--- config.mk ---
export PLATFORM = sky130hd
export DESIGN_NAME = master_port_2k_flat
export DESIGN_NICKNAME = d
export VERILOG_FILES = /design/src/rtl/master_port_2k_if.sv /design/src/rtl/master_port_2k.sv /design/src/flat_wrapper.sv
export SDC_FILE = /design/constraint.sdc
export NUM_CORES = 1
export LEC_CHECK = 0
export ABC_CLOCK_PERIOD_IN_PS = 2800
export CAP_MARGIN = 20
export CORE_MARGIN = 2
export CORE_UTILIZATION = 51
export DETAILED_ROUTE_END_ITERATION = 8
export PLACE_DENSITY = 0.81
export SYNTH_ARGS = -nofsm -noshare
export SYNTH_HDL_FRONTEND = slang
export SYNTH_SLANG_ARGS = --single-unit
--- constraint.sdc ---
create_clock -name clk -period 2.8 [get_ports clk]
set_input_delay 0.56 -clock clk [delete_from_list [all_inputs] [get_ports clk]]
set_output_delay 0.56 -clock clk [all_outputs]
set_load 0.05 [all_outputs]
--- src/rtl/master_port_2k_if.sv ---
// master_port_2k_if: core-side request/response and serial-bus wires
// of the bus master port, bundled with master (port) and slave views.
interface master_port_2k_if #(
  parameter int ADDR_W = 16,
  parameter int DATA_W = 8
);
  logic              m_execute;
  logic              m_rw;
  logic [ADDR_W-1:0] m_addr;
  logic [DATA_W-1:0] m_din;
  logic              m_hold;
  logic              m_bsy;
  logic              m_dvalid;
  logic [DATA_W-1:0] m_dout;
  logic              m_err;
  logic              b_req;
  logic              b_grant;
  logic              b_util;
  logic              b_rw;
  logic              b_bus_out;
  logic              b_bus_in;
  logic              b_ack;

  modport master (
    input  m_execute, m_rw, m_addr, m_din, m_hold,
    input  b_grant, b_bus_in, b_ack,
    output m_bsy, m_dvalid, m_dout, m_err,
    output b_req, b_util, b_rw, b_bus_out
  );

  modport slave (
    output m_execute, m_rw, m_addr, m_din, m_hold,
    output b_grant, b_bus_in, b_ack,
    input  m_bsy, m_dvalid, m_dout, m_err,
    input  b_req, b_util, b_rw, b_bus_out
  );
endinterface

--- src/rtl/master_port_2k.sv ---
// master_port_2k: serial system bus initiator port (request/grant, serial
// addr/data, ack wait, read deserialize, hold). Option: ACK_TIMEOUT_EN.
module master_port_2k #(
  parameter int ADDR_W  = 16,
  parameter int DATA_W  = 8,
  parameter int TIMEOUT = 15
) (
  input logic clk,
  input logic rst,
  master_port_2k_if.master bus
);
  localparam int SER = (ADDR_W > DATA_W) ? ADDR_W : DATA_W;
  localparam int LIM = (SER > TIMEOUT) ? SER : TIMEOUT;
  localparam int CW  = $clog2(LIM + 1);

  typedef enum logic [2:0] {
    IDLE, REQ, ADDR, ACKA, WDATA, ACKW, RDATA, HOLD
  } state_t;

  state_t            state, state_nx;
  logic [CW-1:0]     cnt, cnt_nx, cnt_ack;
  logic [ADDR_W-1:0] addr_q;
  logic [DATA_W-1:0] din_q;
  logic [DATA_W-1:0] sr_q;
  logic [DATA_W-1:0] dout_q;
  logic              rw_q;
  logic              dvalid_q;
  logic              err_q;
  logic              latch;
  logic              done;
  logic              tmo;
  logic              tmo_hit;
  logic              last_a;
  logic              last_d;

  assign last_a = (cnt == CW'(ADDR_W - 1));
  assign last_d = (cnt == CW'(DATA_W - 1));

`ifdef ACK_TIMEOUT_EN
  assign tmo_hit = !bus.b_ack && (cnt == CW'(TIMEOUT - 1));
  assign cnt_ack = cnt + 1'b1;
`else
  assign tmo_hit = 1'b0;
  assign cnt_ack = cnt;
`endif

  always_comb begin
    state_nx = state;
    cnt_nx   = cnt;
    latch    = 1'b0;
    done     = 1'b0;
    tmo      = 1'b0;
    unique case (state)
      IDLE: begin
        if (bus.m_execute) begin
          latch    = 1'b1;
          state_nx = REQ;
        end
      end
      REQ: begin
        if (bus.b_grant) begin
          state_nx = ADDR;
          cnt_nx   = '0;
        end
      end
      ADDR: begin
        cnt_nx = cnt + 1'b1;
        if (last_a) begin
          state_nx = ACKA;
          cnt_nx   = '0;
        end
      end
      ACKA: begin
        if (bus.b_ack) begin
          state_nx = rw_q ? RDATA : WDATA;
          cnt_nx   = '0;
        end else if (tmo_hit) begin
          state_nx = IDLE;
          tmo      = 1'b1;
          cnt_nx   = '0;
        end else begin
          cnt_nx = cnt_ack;
        end
      end
      WDATA: begin
        cnt_nx = cnt + 1'b1;
        if (last_d) begin
          state_nx = ACKW;
          cnt_nx   = '0;
        end
      end
      ACKW: begin
        if (bus.b_ack) begin
          done     = 1'b1;
          state_nx = bus.m_hold ? HOLD : IDLE;
          cnt_nx   = '0;
        end else if (tmo_hit) begin
          state_nx = IDLE;
          tmo      = 1'b1;
          cnt_nx   = '0;
        end else begin
          cnt_nx = cnt_ack;
        end
      end
      RDATA: begin
        cnt_nx = cnt + 1'b1;
        if (last_d) begin
          done     = 1'b1;
          state_nx = bus.m_hold ? HOLD : IDLE;
          cnt_nx   = '0;
        end
      end
      HOLD: begin
        if (bus.m_execute) begin
          latch    = 1'b1;
          state_nx = bus.b_grant ? ADDR : REQ;
          cnt_nx   = '0;
        end else if (!bus.m_hold) begin
          state_nx = IDLE;
        end
      end
      default: begin
        state_nx = IDLE;
        cnt_nx   = '0;
      end
    endcase
  end

  // addr/data registers shift right so bit 0 is always the serial output
  always_ff @(posedge clk) begin
    if (rst) begin
      state    <= IDLE;
      cnt      <= '0;
      addr_q   <= '0;
      din_q    <= '0;
      rw_q     <= 1'b0;
      sr_q     <= '0;
      dout_q   <= '0;
      dvalid_q <= 1'b0;
      err_q    <= 1'b0;
    end else begin
      state    <= state_nx;
      cnt      <= cnt_nx;
      dvalid_q <= done;
      err_q    <= tmo;
      if (latch) begin
        addr_q <= bus.m_addr;
        din_q  <= bus.m_din;
        rw_q   <= bus.m_rw;
      end else if (state == ADDR) begin
        addr_q <= addr_q >> 1;
      end else if (state == WDATA) begin
        din_q <= din_q >> 1;
      end
      if (state == RDATA) begin
        sr_q <= {bus.b_bus_in, sr_q[DATA_W-1:1]};
        if (last_d) begin
          dout_q <= {bus.b_bus_in, sr_q[DATA_W-1:1]};
        end
      end
    end
  end

  always_comb begin
    bus.m_bsy     = !(state == IDLE || state == HOLD);
    bus.b_req     = (state != IDLE);
    bus.b_util    = state inside {ADDR, ACKA, WDATA, ACKW, RDATA};
    bus.b_rw      = bus.b_util && rw_q;
    bus.b_bus_out = 1'b0;
    if (state == ADDR) begin
      bus.b_bus_out = addr_q[0];
    end else if (state == WDATA) begin
      bus.b_bus_out = din_q[0];
    end
  end

  assign bus.m_dvalid = dvalid_q;
  assign bus.m_dout   = dout_q;

`ifdef ACK_TIMEOUT_EN
  assign bus.m_err = err_q;
`else
  assign bus.m_err = 1'b0;
`endif
endmodule
--- src/flat_wrapper.sv ---
// flat-port wrapper written by rule: the top's interface ports become plain ports
module master_port_2k_flat 
#(
  parameter int ADDR_W  = 16,
  parameter int DATA_W  = 8,
  parameter int TIMEOUT = 15
)
  (clk, rst, bus_m_execute, bus_m_rw, bus_m_addr, bus_m_din, bus_m_hold, bus_b_grant, bus_b_bus_in, bus_b_ack, bus_m_bsy, bus_m_dvalid, bus_m_dout, bus_m_err, bus_b_req, bus_b_util, bus_b_rw, bus_b_bus_out);
  master_port_2k_if #(.ADDR_W(ADDR_W), .DATA_W(DATA_W)) bus_i ();
  input logic clk;
  input logic rst;
  input wire logic [$bits(bus_i.m_execute)-1:0] bus_m_execute;
  input wire logic [$bits(bus_i.m_rw)-1:0] bus_m_rw;
  input wire logic [$bits(bus_i.m_addr)-1:0] bus_m_addr;
  input wire logic [$bits(bus_i.m_din)-1:0] bus_m_din;
  input wire logic [$bits(bus_i.m_hold)-1:0] bus_m_hold;
  input wire logic [$bits(bus_i.b_grant)-1:0] bus_b_grant;
  input wire logic [$bits(bus_i.b_bus_in)-1:0] bus_b_bus_in;
  input wire logic [$bits(bus_i.b_ack)-1:0] bus_b_ack;
  output wire logic [$bits(bus_i.m_bsy)-1:0] bus_m_bsy;
  output wire logic [$bits(bus_i.m_dvalid)-1:0] bus_m_dvalid;
  output wire logic [$bits(bus_i.m_dout)-1:0] bus_m_dout;
  output wire logic [$bits(bus_i.m_err)-1:0] bus_m_err;
  output wire logic [$bits(bus_i.b_req)-1:0] bus_b_req;
  output wire logic [$bits(bus_i.b_util)-1:0] bus_b_util;
  output wire logic [$bits(bus_i.b_rw)-1:0] bus_b_rw;
  output wire logic [$bits(bus_i.b_bus_out)-1:0] bus_b_bus_out;
  assign bus_i.m_execute = bus_m_execute;
  assign bus_i.m_rw = bus_m_rw;
  assign bus_i.m_addr = bus_m_addr;
  assign bus_i.m_din = bus_m_din;
  assign bus_i.m_hold = bus_m_hold;
  assign bus_i.b_grant = bus_b_grant;
  assign bus_i.b_bus_in = bus_b_bus_in;
  assign bus_i.b_ack = bus_b_ack;
  assign bus_m_bsy = bus_i.m_bsy;
  assign bus_m_dvalid = bus_i.m_dvalid;
  assign bus_m_dout = bus_i.m_dout;
  assign bus_m_err = bus_i.m_err;
  assign bus_b_req = bus_i.b_req;
  assign bus_b_util = bus_i.b_util;
  assign bus_b_rw = bus_i.b_rw;
  assign bus_b_bus_out = bus_i.b_bus_out;
  master_port_2k #(.ADDR_W(ADDR_W), .DATA_W(DATA_W), .TIMEOUT(TIMEOUT)) u_core (.clk(clk), .rst(rst), .bus(bus_i));
endmodule
==> qor.csv <==
stage,metric,value,unit
global_route,total track usage,19.5,%
sta,min cycle time layout,2.47,ns
global_route,GRT overflow,0,
outcome,outcome,completed,
floorplanning,area of the die,5050,um^2
detailed_routing,post-route ant nets,0,
detailed_routing,met1 WL,2180,um
cts,clock latency at the later pin of the worst-skew pair,0.29,ns
layout,utilization after layout,65.9,%
layout,Antenna diodes,0,
logic_synthesis,Post-synth EDFFs,0,
sta,relative slew slack,61.3,%
cts,hold_buf cts,0,
logic_synthesis,Syn Nets,310,
detailed_routing,Post-Route WL,4760,um
critical_path,crit-path max FO,16,
critical_path,"Cell Chain, Critical Path",nor2_1 -> and2_1 -> a22o_1 -> buf_12,
sta,fmax,0.404,GHz
critical_path,Critical Path RT,2.24,ns
detailed_routing,Initial DRC Count,117,
floorplanning,core area,4350,um^2
min_path,worst hold path type,register to register,
logic_synthesis,"top cells by count, synth","dfxtp_1, nand2_1, a21oi_1, nor2_1, a22oi_1",
floorplanning,initial core utilization,52.7,%
floorplanning,Rows,24,
layout,Nets,348,
sta,Fin Setup TNS,0,ns
logic_synthesis,Seq cells post-synth,49,
placement,number of port buffers,45,
logic_synthesis,Synth Warn #,0,
logic_synthesis,Yosys top cell area share,42.8,%
global_route,pin count of the biggest net entering global routing,38,
layout,layout cells sized above 1,9.24,%
detailed_routing,Vias/cell,5.52,
logic_synthesis,most numerous cell in the Yosys netlist,dfxtp_1,
critical_path,critical-path cell with the highest stage delay,and2_1,
global_route,first-pass GRT wire length,8100,um
power_and_ir_drop,Pleak,1.12,nW
sta,max-slew violations,0,
sta,period utilization,88.3,%
critical_path,Crit path largest cell delay,0.53,ns
sta,Least-Margin Pin Slew,0.581,ns
floorplanning,Die Height,71.1,um
sta,final setup fails,0,
cts,Clock Sinks,49,
sta,Clock Skews,0.00633,ns
layout,Syn-to-layout area delta,25.1,%
floorplanning,chip width,71.1,um
critical_path,critical path data arrival time,1.91,ns
power_and_ir_drop,peak supply drop,361,uV
critical_path,critical path endpoint category,primary output,
logic_synthesis,register area share after synthesis,42.8,%
placement,Final GP Congestion,0.883,
logic_synthesis,Yosys cell types,44,
logic_synthesis,async set or reset register ratio after synthesis,0,%
logic_synthesis,Synth Instances,275,
detailed_routing,Vias,2022,
job,total of max-cap violations,0,
detailed_routing,detailed-route DRC error count,0,
logic_synthesis,Mean Syn Cell Area,8.34,um^2
cts,CTS tree,yes,
logic_synthesis,dominant synthesized flop cell,dfxtp_1,
floorplanning,Ports,47,
sta,Final Hold Vio Count,0,
cts,H-tree level count,2,
detailed_routing,routed len/inst,13.0,um
logic_synthesis,top post-synthesis cells by area,"dfxtp_1, a21oi_1, mux2i_1",
logic_synthesis,post-synth top area cell,dfxtp_1,
cts,Num CTS Buffers,5,
global_route,initial antenna violation count,0,
cts,CTS root buf,clkbuf_8,
detailed_routing,DR WL met2,2340,um
cts,# Post-CTS Setup Buffers,0,
critical_path,startpoint types,register,
cts,clock slew at the register clock pins of the worst setup and hold paths,0.09,ns
global_route,vias in the first global route,1874,
detailed_routing,DR pass1 iterations,4,
layout,Fill cells,385,
cts,CTS resizes,0,
placement,DP HPWL,3390,um
detailed_routing,uppermost layer routed,met4,
critical_path,CP Class,register to primary output,
power_and_ir_drop,PwrDens,665,nW/um^2
detailed_routing,Met3 Wirelength,209,um
cts,CTS Buffer Depth,2,
logic_synthesis,cell area after synthesis,2290,um^2
sta,RSZ-0062 raised after global routing,no,
==> routing by layer <==
| metal | vias to the layer above | track usage, % |
|---|---|---|
| met5 | - | 0 |
| met4 | 0 | 4.61 |
| met3 | 2 | 3.56 |
| met2 | 49 | 33.4 |
| met1 | 934 | 25.6 |
| li1 | 1037 | - |
==> power breakdown <==
group / total, mW / switching [mW] / internal, mW
combinational: 0.656 / 0.398 / 0.258
clock: 0.412 / 0.234 / 0.177
sequential: 0.840 / 0.0631 / 0.777
==> sequential cells by signal (all words and copies together) (netlist names) <==
name,cells
u_core.rw_q,1
u_core.cnt,5
u_core.din_q,8
u_core.bus.m_dout,8
u_core.state,3
u_core.sr_q,7
u_core.addr_q,16
u_core.bus.m_dvalid,1
==> final timing paths <==
check	start	to	slack [ns]	depth (start not counted)
setup / recovery	u_core.state[0]	bus_b_bus_out	0.33	4
hold / removal	u_core.rw_q	u_core.rw_q	0.46	2
setup reg to reg	u_core.cnt[0]	u_core.state[1]	0.58	9
hold reg to reg	u_core.rw_q	u_core.rw_q	0.46	2
==> cells in the final DEF (no fill, tap or decap), types with 2 or more instances in the layout <==
cell	Yosys	routed
o21ai_0	6	6
and3_1	2	2
nor2b_1	2	2
nand3_1	12	12
a211oi_1	7	7
inv_1	7	7
buf_12	0	2
ha_1	3	3
mux2i_1	15	15
clkbuf_8	0	5
o22ai_1	2	2
nand3b_1	3	3
nand2_1	35	35
dfxtp_1	49	48
nor3b_1	2	2
a21oi_1	33	33
nor3_1	4	4
clkdlybuf4s50_1	0	40
clkinv_4	0	2
buf_4	2	11
a22oi_1	17	17
a31oi_1	2	2
nand2b_1	3	3
a22o_1	2	2
nor2_1	28	28
==> cell families (layout without fill, tap and decap cells) <==
| logic type | Yosys count | after routing | synth area share (%) |
|---|---|---|---|
| buf+inv | 29 | 68 | 5.67 |
| other cells | 1 | 1 | 0.164 |
| simple gates | 101 | 101 | 21.5 |
| mux | 15 | 15 | 6.55 |
| flops | 49 | 49 | 42.8 |
| fa+ha+maj | 3 | 3 | 1.64 |
| compound gates | 77 | 77 | 21.7 |
==> cell type report <==
class	count	area, um^2	area share [%]
Multi-Input combinational cell	197	1180	41.2
Sequential cell	49	982	34.2
Timing Repair Buffer	53	523	18.2
Clock buffer	5	68.8	2.40
Tap cell	52	65.1	2.27
Inverter	7	26.3	0.915
Clock inverter	3	22.5	0.785
==> critical path, delay by kind of cell (launching register included) <==
family | cells | cell delay [ns]
flops | 1 | 0.42
simple gates | 2 | 0.74
buf+inv | 1 | 0.15
compound gates | 1 | 0.31
==> per-stage QoR <==
stage	setup WS [ns]	std cells	power [mW]	hold slack (ns)	cell area (um^2)
2_1_floorplan	0.346	275	1.31	0.436	2290
3_3_place_gp	0.450	358	1.49	0.442	2780
4_1_cts	0.162	366	1.91	0.460	2870
5_1_grt	0.213	366	2.02	0.480	2870
6_report	0.327	366	1.91	0.456	2870
3_5_place_dp	0.383	358	1.51	0.447	2780
Power figures use the tool's default switching activity.
